<file path="config.mk">
export PLATFORM = sky130hd
export DESIGN_NAME = spi_reg_bank
export DESIGN_NICKNAME = d
export VERILOG_FILES = /design/src/rtl/spi_reg_bank.sv
export SDC_FILE = /design/constraint.sdc
export NUM_CORES = 1
export LEC_CHECK = 0
export BUFFER_PORTS_ARGS = -buffer_cell sky130_fd_sc_hd__buf_2
export CAP_MARGIN = 10
export CORE_MARGIN = 1.5
export CORE_UTILIZATION = 45
export DETAILED_ROUTE_END_ITERATION = 10
export GPL_TIMING_DRIVEN = 0
export HOLD_SLACK_MARGIN = 0.03
export PLACE_DENSITY_LB_ADDON = 0.15
export SLEW_MARGIN = 20
export SYNTH_ARGS = -nofsm -noshare
export SYNTH_HDL_FRONTEND = slang
export SYNTH_SLANG_ARGS = --single-unit
export TNS_END_PERCENT = 50
</file>
<file path="constraint.sdc">
create_clock -name Clk -period 3.99 [get_ports Clk]
set_input_delay 0.1995 -clock Clk [delete_from_list [all_inputs] [get_ports Clk]]
set_output_delay 0.1995 -clock Clk [all_outputs]
set_load 0.02 [all_outputs]
</file>
<file path="src/rtl/spi_reg_bank.sv">
// spi_reg_bank: SPI-framed register bank sitting behind spi_slave.
// Frames transactions on synchronised CS/SCLK, commits 40-bit write frames into
// control words, serves reads, and clears control words if the host goes silent.
module spi_reg_bank #(
  parameter int unsigned N_RO        = 4,
  parameter int unsigned N_RW        = 8,
  parameter logic [31:0] ID_WORD     = 32'hA11C0001,
  parameter int unsigned WDOG_CYCLES = 50_000_000
) (
  input  logic                Clk,
  input  logic                Reset,
  input  logic                SPI_CS,
  input  logic                SPI_CLK,
  input  logic [7:0]          Data_Addr,
  input  logic [31:0]         Data_Read,
  output logic [31:0]         Data_Write,
  input  logic [32*N_RO-1:0]  Status_In,
  output logic [32*N_RW-1:0]  Ctrl_Out,
  output logic                Wr_Strobe,
  output logic [5:0]          Wr_Index,
  output logic                Wdog_Expired
);

  localparam int unsigned DATA_W    = 32;
  localparam int unsigned CNT_W     = 6;
  localparam int unsigned ERR_W     = 16;
  localparam int unsigned WDOG_W    = 32;
  localparam int unsigned RW_BASE_I = 64;

  localparam logic [CNT_W-1:0]  FRAME_BITS  = CNT_W'(40);
  localparam logic [CNT_W-1:0]  CNT_MAX     = '1;
  localparam logic [ERR_W-1:0]  ERR_MAX     = '1;
  localparam logic [6:0]        RW_BASE     = 7'(RW_BASE_I);
  localparam logic [6:0]        RW_END      = 7'(RW_BASE_I + N_RW);
  localparam logic [6:0]        IDX_TX      = 7'h7E;
  localparam logic [6:0]        IDX_ERR     = 7'h7F;
  localparam logic [WDOG_W-1:0] WDOG_RELOAD = WDOG_W'(WDOG_CYCLES);

  typedef enum logic [1:0] {
    S_IDLE,
    S_ACTIVE,
    S_COMMIT
  } state_t;

  state_t state;
  state_t state_next;

  // [0] first sync flop, [1] synchronised level, [2] previous synchronised level
  logic [2:0] cs_pipe;
  logic [2:0] sclk_pipe;
  logic       cs_fall;
  logic       cs_rise;
  logic       sclk_rise;

  logic [CNT_W-1:0]  bit_cnt;
  logic [DATA_W-1:0] tx_count;
  logic [ERR_W-1:0]  err_count;
  logic [WDOG_W-1:0] wdog_cnt;
  logic [DATA_W-1:0] ctrl [N_RW];

  logic [6:0]        addr_idx;
  logic              commit;
  logic              len_ok;
  logic              rw_hit;
  logic              wr_valid;
  logic              wr_err;
  logic [5:0]        wr_idx;
  logic              wdog_fire;
  logic [DATA_W-1:0] rd_data;

  // Two-flop synchronisers plus one history flop for edge detection
  always_ff @(posedge Clk) begin
    if (Reset) begin
      cs_pipe   <= 3'b111;
      sclk_pipe <= 3'b000;
    end else begin
      cs_pipe   <= {cs_pipe[1:0], SPI_CS};
      sclk_pipe <= {sclk_pipe[1:0], SPI_CLK};
    end
  end

  assign cs_fall   = cs_pipe[2] & ~cs_pipe[1];
  assign cs_rise   = ~cs_pipe[2] & cs_pipe[1];
  assign sclk_rise = ~sclk_pipe[2] & sclk_pipe[1];

  // Frame FSM state register
  always_ff @(posedge Clk) begin
    if (Reset) begin
      state <= S_IDLE;
    end else begin
      state <= state_next;
    end
  end

  // Frame FSM next-state: CS low opens a frame, CS high closes it for one commit cycle
  always_comb begin
    state_next = state;
    case (state)
      S_IDLE:   if (cs_fall) state_next = S_ACTIVE;
      S_ACTIVE: if (cs_rise) state_next = S_COMMIT;
      S_COMMIT: state_next = S_IDLE;
      default:  state_next = S_IDLE;
    endcase
  end

  // Bit counter: cleared at frame start, saturating count of SCLK rising edges
  always_ff @(posedge Clk) begin
    if (Reset) begin
      bit_cnt <= '0;
    end else if ((state == S_IDLE) && cs_fall) begin
      bit_cnt <= '0;
    end else if ((state == S_ACTIVE) && sclk_rise && (bit_cnt != CNT_MAX)) begin
      bit_cnt <= bit_cnt + CNT_W'(1);
    end
  end

  // Commit decode: classify the closing frame as valid write, error, or no-op read
  always_comb begin
    addr_idx  = Data_Addr[6:0];
    commit    = (state == S_COMMIT);
    len_ok    = (bit_cnt == FRAME_BITS);
    rw_hit    = (addr_idx >= RW_BASE) && (addr_idx < RW_END);
    wr_valid  = commit && len_ok && Data_Addr[7] && rw_hit;
    wr_err    = commit && (!len_ok || (Data_Addr[7] && !rw_hit));
    wr_idx    = 6'(addr_idx - RW_BASE);
    wdog_fire = (wdog_cnt == WDOG_W'(1)) && !wr_valid;
  end

  // Transaction and error counters
  always_ff @(posedge Clk) begin
    if (Reset) begin
      tx_count  <= '0;
      err_count <= '0;
    end else begin
      if (commit) begin
        tx_count <= tx_count + DATA_W'(1);
      end
      if (wr_err && (err_count != ERR_MAX)) begin
        err_count <= err_count + ERR_W'(1);
      end
    end
  end

  // Watchdog down-counter; a zero reload value keeps it parked at zero
  always_ff @(posedge Clk) begin
    if (Reset) begin
      wdog_cnt <= WDOG_RELOAD;
    end else if (wr_valid) begin
      wdog_cnt <= WDOG_RELOAD;
    end else if (wdog_cnt != '0) begin
      wdog_cnt <= wdog_cnt - WDOG_W'(1);
    end
  end

  // Control words, write strobe/index and expiry flag; a valid write beats expiry
  always_ff @(posedge Clk) begin
    if (Reset) begin
      for (int unsigned k = 0; k < N_RW; k++) begin
        ctrl[k] <= '0;
      end
      Wr_Strobe    <= 1'b0;
      Wr_Index     <= '0;
      Wdog_Expired <= 1'b0;
    end else begin
      Wr_Strobe <= wr_valid;
      if (wr_valid) begin
        for (int unsigned k = 0; k < N_RW; k++) begin
          if (wr_idx == 6'(k)) begin
            ctrl[k] <= Data_Read;
          end
        end
        Wr_Index     <= wr_idx;
        Wdog_Expired <= 1'b0;
      end else if (wdog_fire) begin
        for (int unsigned k = 0; k < N_RW; k++) begin
          ctrl[k] <= '0;
        end
        Wdog_Expired <= 1'b1;
      end
    end
  end

  // Flatten control words onto the output bus
  always_comb begin
    Ctrl_Out = '0;
    for (int unsigned k = 0; k < N_RW; k++) begin
      Ctrl_Out[32*k +: 32] = ctrl[k];
    end
  end

  // Read map decode for the currently addressed index
  always_comb begin
    rd_data = '0;
    if (addr_idx == 7'h00) begin
      rd_data = ID_WORD;
    end
    for (int unsigned k = 0; k < N_RO; k++) begin
      if (addr_idx == 7'(k + 1)) begin
        rd_data = Status_In[32*k +: 32];
      end
    end
    for (int unsigned k = 0; k < N_RW; k++) begin
      if (addr_idx == 7'(RW_BASE_I + k)) begin
        rd_data = ctrl[k];
      end
    end
    if (addr_idx == IDX_TX) begin
      rd_data = tx_count;
    end
    if (addr_idx == IDX_ERR) begin
      rd_data = {16'b0, err_count};
    end
  end

  // Registered read data, refreshed every cycle
  always_ff @(posedge Clk) begin
    if (Reset) begin
      Data_Write <= '0;
    end else begin
      Data_Write <= rd_data;
    end
  end

endmodule

</file>
==> results.md <==
- Final setup violation count: 1
- Crit-path max FO: 10
- Num CTS Buffers: 43
- Setup WS post-layout: -0.0128 ns
- Worst Tran Pin Value: around 1.3 ns
- Post-synth cell types: 81
- Die area: 42,500 um2
- RSZ-0062 raised after global routing: false
- GP Congestion: 1.07
- Sequential share of the synthesized area: 48.9%
- Final Non-Filler Cells: about 3,200
- I/O pin count: 468
- Post-synth ARST share: 0%
- Status: finished with violations
- Reg2Reg Setup Slack: 0.17 ns
- Initial antenna violation count: 2
- Worst r2r path cells: 7
- GRT overflow: 0
- H-tree Lvls: 2
- Wire per inst: 32.2 um
- Clock Tree Root: clkbuf_16
- Critical path launch point type: input pin
- Port Buffers: 465
- Pwr dens: 399 nW/um2
- Slew Limit Fails: 0
- Final wirelength: 102,000 um
- Main combinational cell family by area after synthesis: compound AO/OA/AOI/OAI gates
- # resized after CTS: 0
- Worst setup EP type: flip-flop
- First-pass DRT Iterations: 6
- Mean Syn Cell Area: 9.11 um2
- Clock latency on the worst-skew pair: 0.59 ns
- Antenna Violating Nets Remaining: 0
- Synthesized instance count: 2,039
- DP HPWL: 76,700 um
- Nets: roughly 2,800
- Effective utilization at floorplan: between 40% and 50%
- Primary FF master, synth: dfxtp_1
- Clock Tree Buf Depth: 3
- Xor/xnor share of the synthesized area: 3.35%
- Hold_ws: roughly 0.17 ns
- Worst R2R End: ctrl[0][96]
- Peak supply drop: 0.000376 V
- Vias per cell: 6.57
- Cell leakage power: 9.67 nW
- Post-synthesis mux area share: under 10%
- Tcrit/Tclk final: 100%
- Adder-cell share of the synthesized area: 0.404%
- Post-synthesis net count: 2,217
- Crit path kind: input pin to flip-flop
- Hold WC Path Type: input pin to flip-flop
- Reg area: 9090 um2
- Final Critical Period: between 4 and 5 ns
- CTS tree: yes
- Antenna Cells: 0
- RR Startpoint: wdog_cnt[4]
- Layout Skew: 0.0235 ns
- YS warnings: 0
- Area Overhead vs Synth: 26.7%
- Multi-input logic area: 8880 um2
- Max_slew headroom: 11.5%
- Overall routing resource usage: 46.4%
- Vias in the first global route: 19,129
- Area share of and/or/nand/nor cells after synthesis: 20.4%
- Horiz. Die Dim: 206 um
- Clock slew at reported path FFs: 0.06 ns
- First-pass GRT wire length: 138,000 um
- Starting DRC count in detailed routing: 3,270
- CP Data Required Time: roughly 4.4 ns
- Routed vias: 20,762
- Worst setup path endpoint: Data_Write[2]
- Worst setup path start: Data_Addr[0]
- Fill cell count: 3,762
- Clk sinks: 390
- Core ar.: between 40,000 and 50,000 um2
- Arr. time, crit path: approximately 4.4 ns
- Pin count of the biggest net entering global routing: 21
- Compound-Gate Fraction of Synth Area: 20.9%
- Post-synth EDFFs: 128
- Layout cell share with drive strength beyond 1: 24.3%
- F_max: 250 MHz
- Die Y: between 200 and 250 um
- Synth Register Bits: 390
- Mapped cell area: 18,600 um2
- Post-route DRC: 0
- MaxCap Viol Count: 0
- Violated checks: negative setup slack
- FP Rows: 74
- DP Cell Count: 3,045
- Hold Fails Final Rpt: 0
## routing by layer
metal / vias to the layer above / part of all wire, % / global-route usage, %
met4: 6 / 6.3 / 26.5
met2: 1847 / 43 / 68.8
li1: 8613 / - / -
met5: - / 0.064 / 0.952
met1: 9908 / 37 / 60.2
met3: 388 / 14 / 13.3
## cell type report
cell class,count,area share [%]
buffer,160,2.75
clock buffer,64,5.22
clock inverter,15,0.664
inverter,20,0.319
multi-input combinational,1469,37.7
sequential,390,38.6
tap,532,2.83
timing repair buffer,508,11.9
## cells in the final DEF (no fill, tap or decap), types with 21 or more instances in the layout
master and instances:
xnor2_1 31, dfxtp_1 262, nand2_1 238, and3_1 117
nor2b_1 21, nand3_1 38, clkbuf_16 45, nor2_1 153
nor3_1 35, mux2i_1 24, xor2_1 40, o21ai_0 110
a21oi_1 214, a22oi_1 23, dlygate4sd3_1 34, clkbuf_1 122
a22o_1 67, and2_1 37, edfxtp_1 128, buf_2 502
## critical path: stages
cell and delay (ns):
buf_2 0.17, buf_2 0.29, buf_2 0.28, buf_1 0.92, buf_2 0.67, mux2i_1 0.45, a21oi_1 0.13, a2111oi_0 0.95
a21oi_1 0.28
## synthesized netlist by cell type, drive strengths merged (6+ instances only)
library cell | count | area share [%]
o311a | 7 | 0.38
a21o | 10 | 0.40
or2 | 10 | 0.34
nand2b | 15 | 0.50
xnor2 | 31 | 1.5
mux2 | 15 | 0.91
xor2 | 40 | 1.9
and2 | 37 | 1.2
a31oi | 20 | 0.67
or3 | 19 | 0.64
and3 | 117 | 3.9
a21oi | 216 | 5.9
a22o | 67 | 3.2
nor2b | 21 | 0.71
a2bb2oi | 6 | 0.28
o21ai | 115 | 3.1
o211ai | 8 | 0.32
mux2i | 24 | 1.3
clkbuf | 108 | 2.2
a211oi | 17 | 0.69
nor3 | 41 | 1.2
and4 | 7 | 0.33
inv | 19 | 0.38
nand4 | 18 | 0.61
o22ai | 15 | 0.50
buf | 52 | 1.3
nand3 | 38 | 1.0
a221oi | 18 | 0.85
o221a | 13 | 0.79
a22oi | 23 | 0.93
o221ai | 19 | 0.90
nor2 | 153 | 3.1
o21a | 6 | 0.24
dfxtp | 262 | 28
nand2 | 239 | 4.8
edfxtp | 128 | 21
nor4 | 12 | 0.52
ha | 6 | 0.40
## flip-flops by register name, indices dropped and copies added (netlist names)
signal,flops
Data_Write,32
Wdog_Expired,1
Wr_Index,6
Wr_Strobe,1
bit_cnt,6
cs_pipe,3
ctrl,256
err_count,16
sclk_pipe,3
state,2
tx_count,32
wdog_cnt,32
## worst min-delay path by stage
stage	start	endpoint	slack, ns	cells after the start
floorplan	SPI_CS	cs_pipe[0]	0.30	1
global placement	SPI_CS	cs_pipe[0]	0.38	2
detailed placement	cs_pipe[0]	cs_pipe[1]	0.41	1
CTS	Status_In[109]	Data_Write[13]	0.14	5
global route	Status_In[61]	Data_Write[29]	0.21	5
finish	Status_In[42]	Data_Write[10]	0.17	6
## cell families after synthesis
group	after synthesis
AND/OR/NAND/NOR	757
AO/OA/AOI/OAI	596
multiplexers	39
flip-flops	390
adder cells (fa/ha/maj)	6
XOR/XNOR	71
buffers and inverters	180
## what timing repair did
item	4_1_cts	5_1_grt
hold endpoints to repair	128	0
setup buffers	0	0
hold buffers	34	0
## per-stage QoR
stage | util (%) | cell area [um2] | power [mW] | TNS [ns] | setup WS (ns)
after floorplan | - | 18600 | 4.81 | -52.82 | -0.413
after global placement | 52.8 | 21600 | 5.35 | -362.32 | -3.09
after detailed placement | 53.4 | 21800 | 5.36 | -0.808 | -0.264
after CTS | 57.6 | 23500 | 9.32 | 0 | 0.0952
after global routing | 57.7 | 23600 | 9.55 | 0 | 0.0582
final | 57.7 | 23600 | 9.41 | -0.0128 | -0.0128
## power breakdown
group,internal (mW),switching [mW]
Clock,2.33,1.70
Combinational,0.313,0.763
Sequential,4.19,0.101
Power figures use the tool's default switching activity.
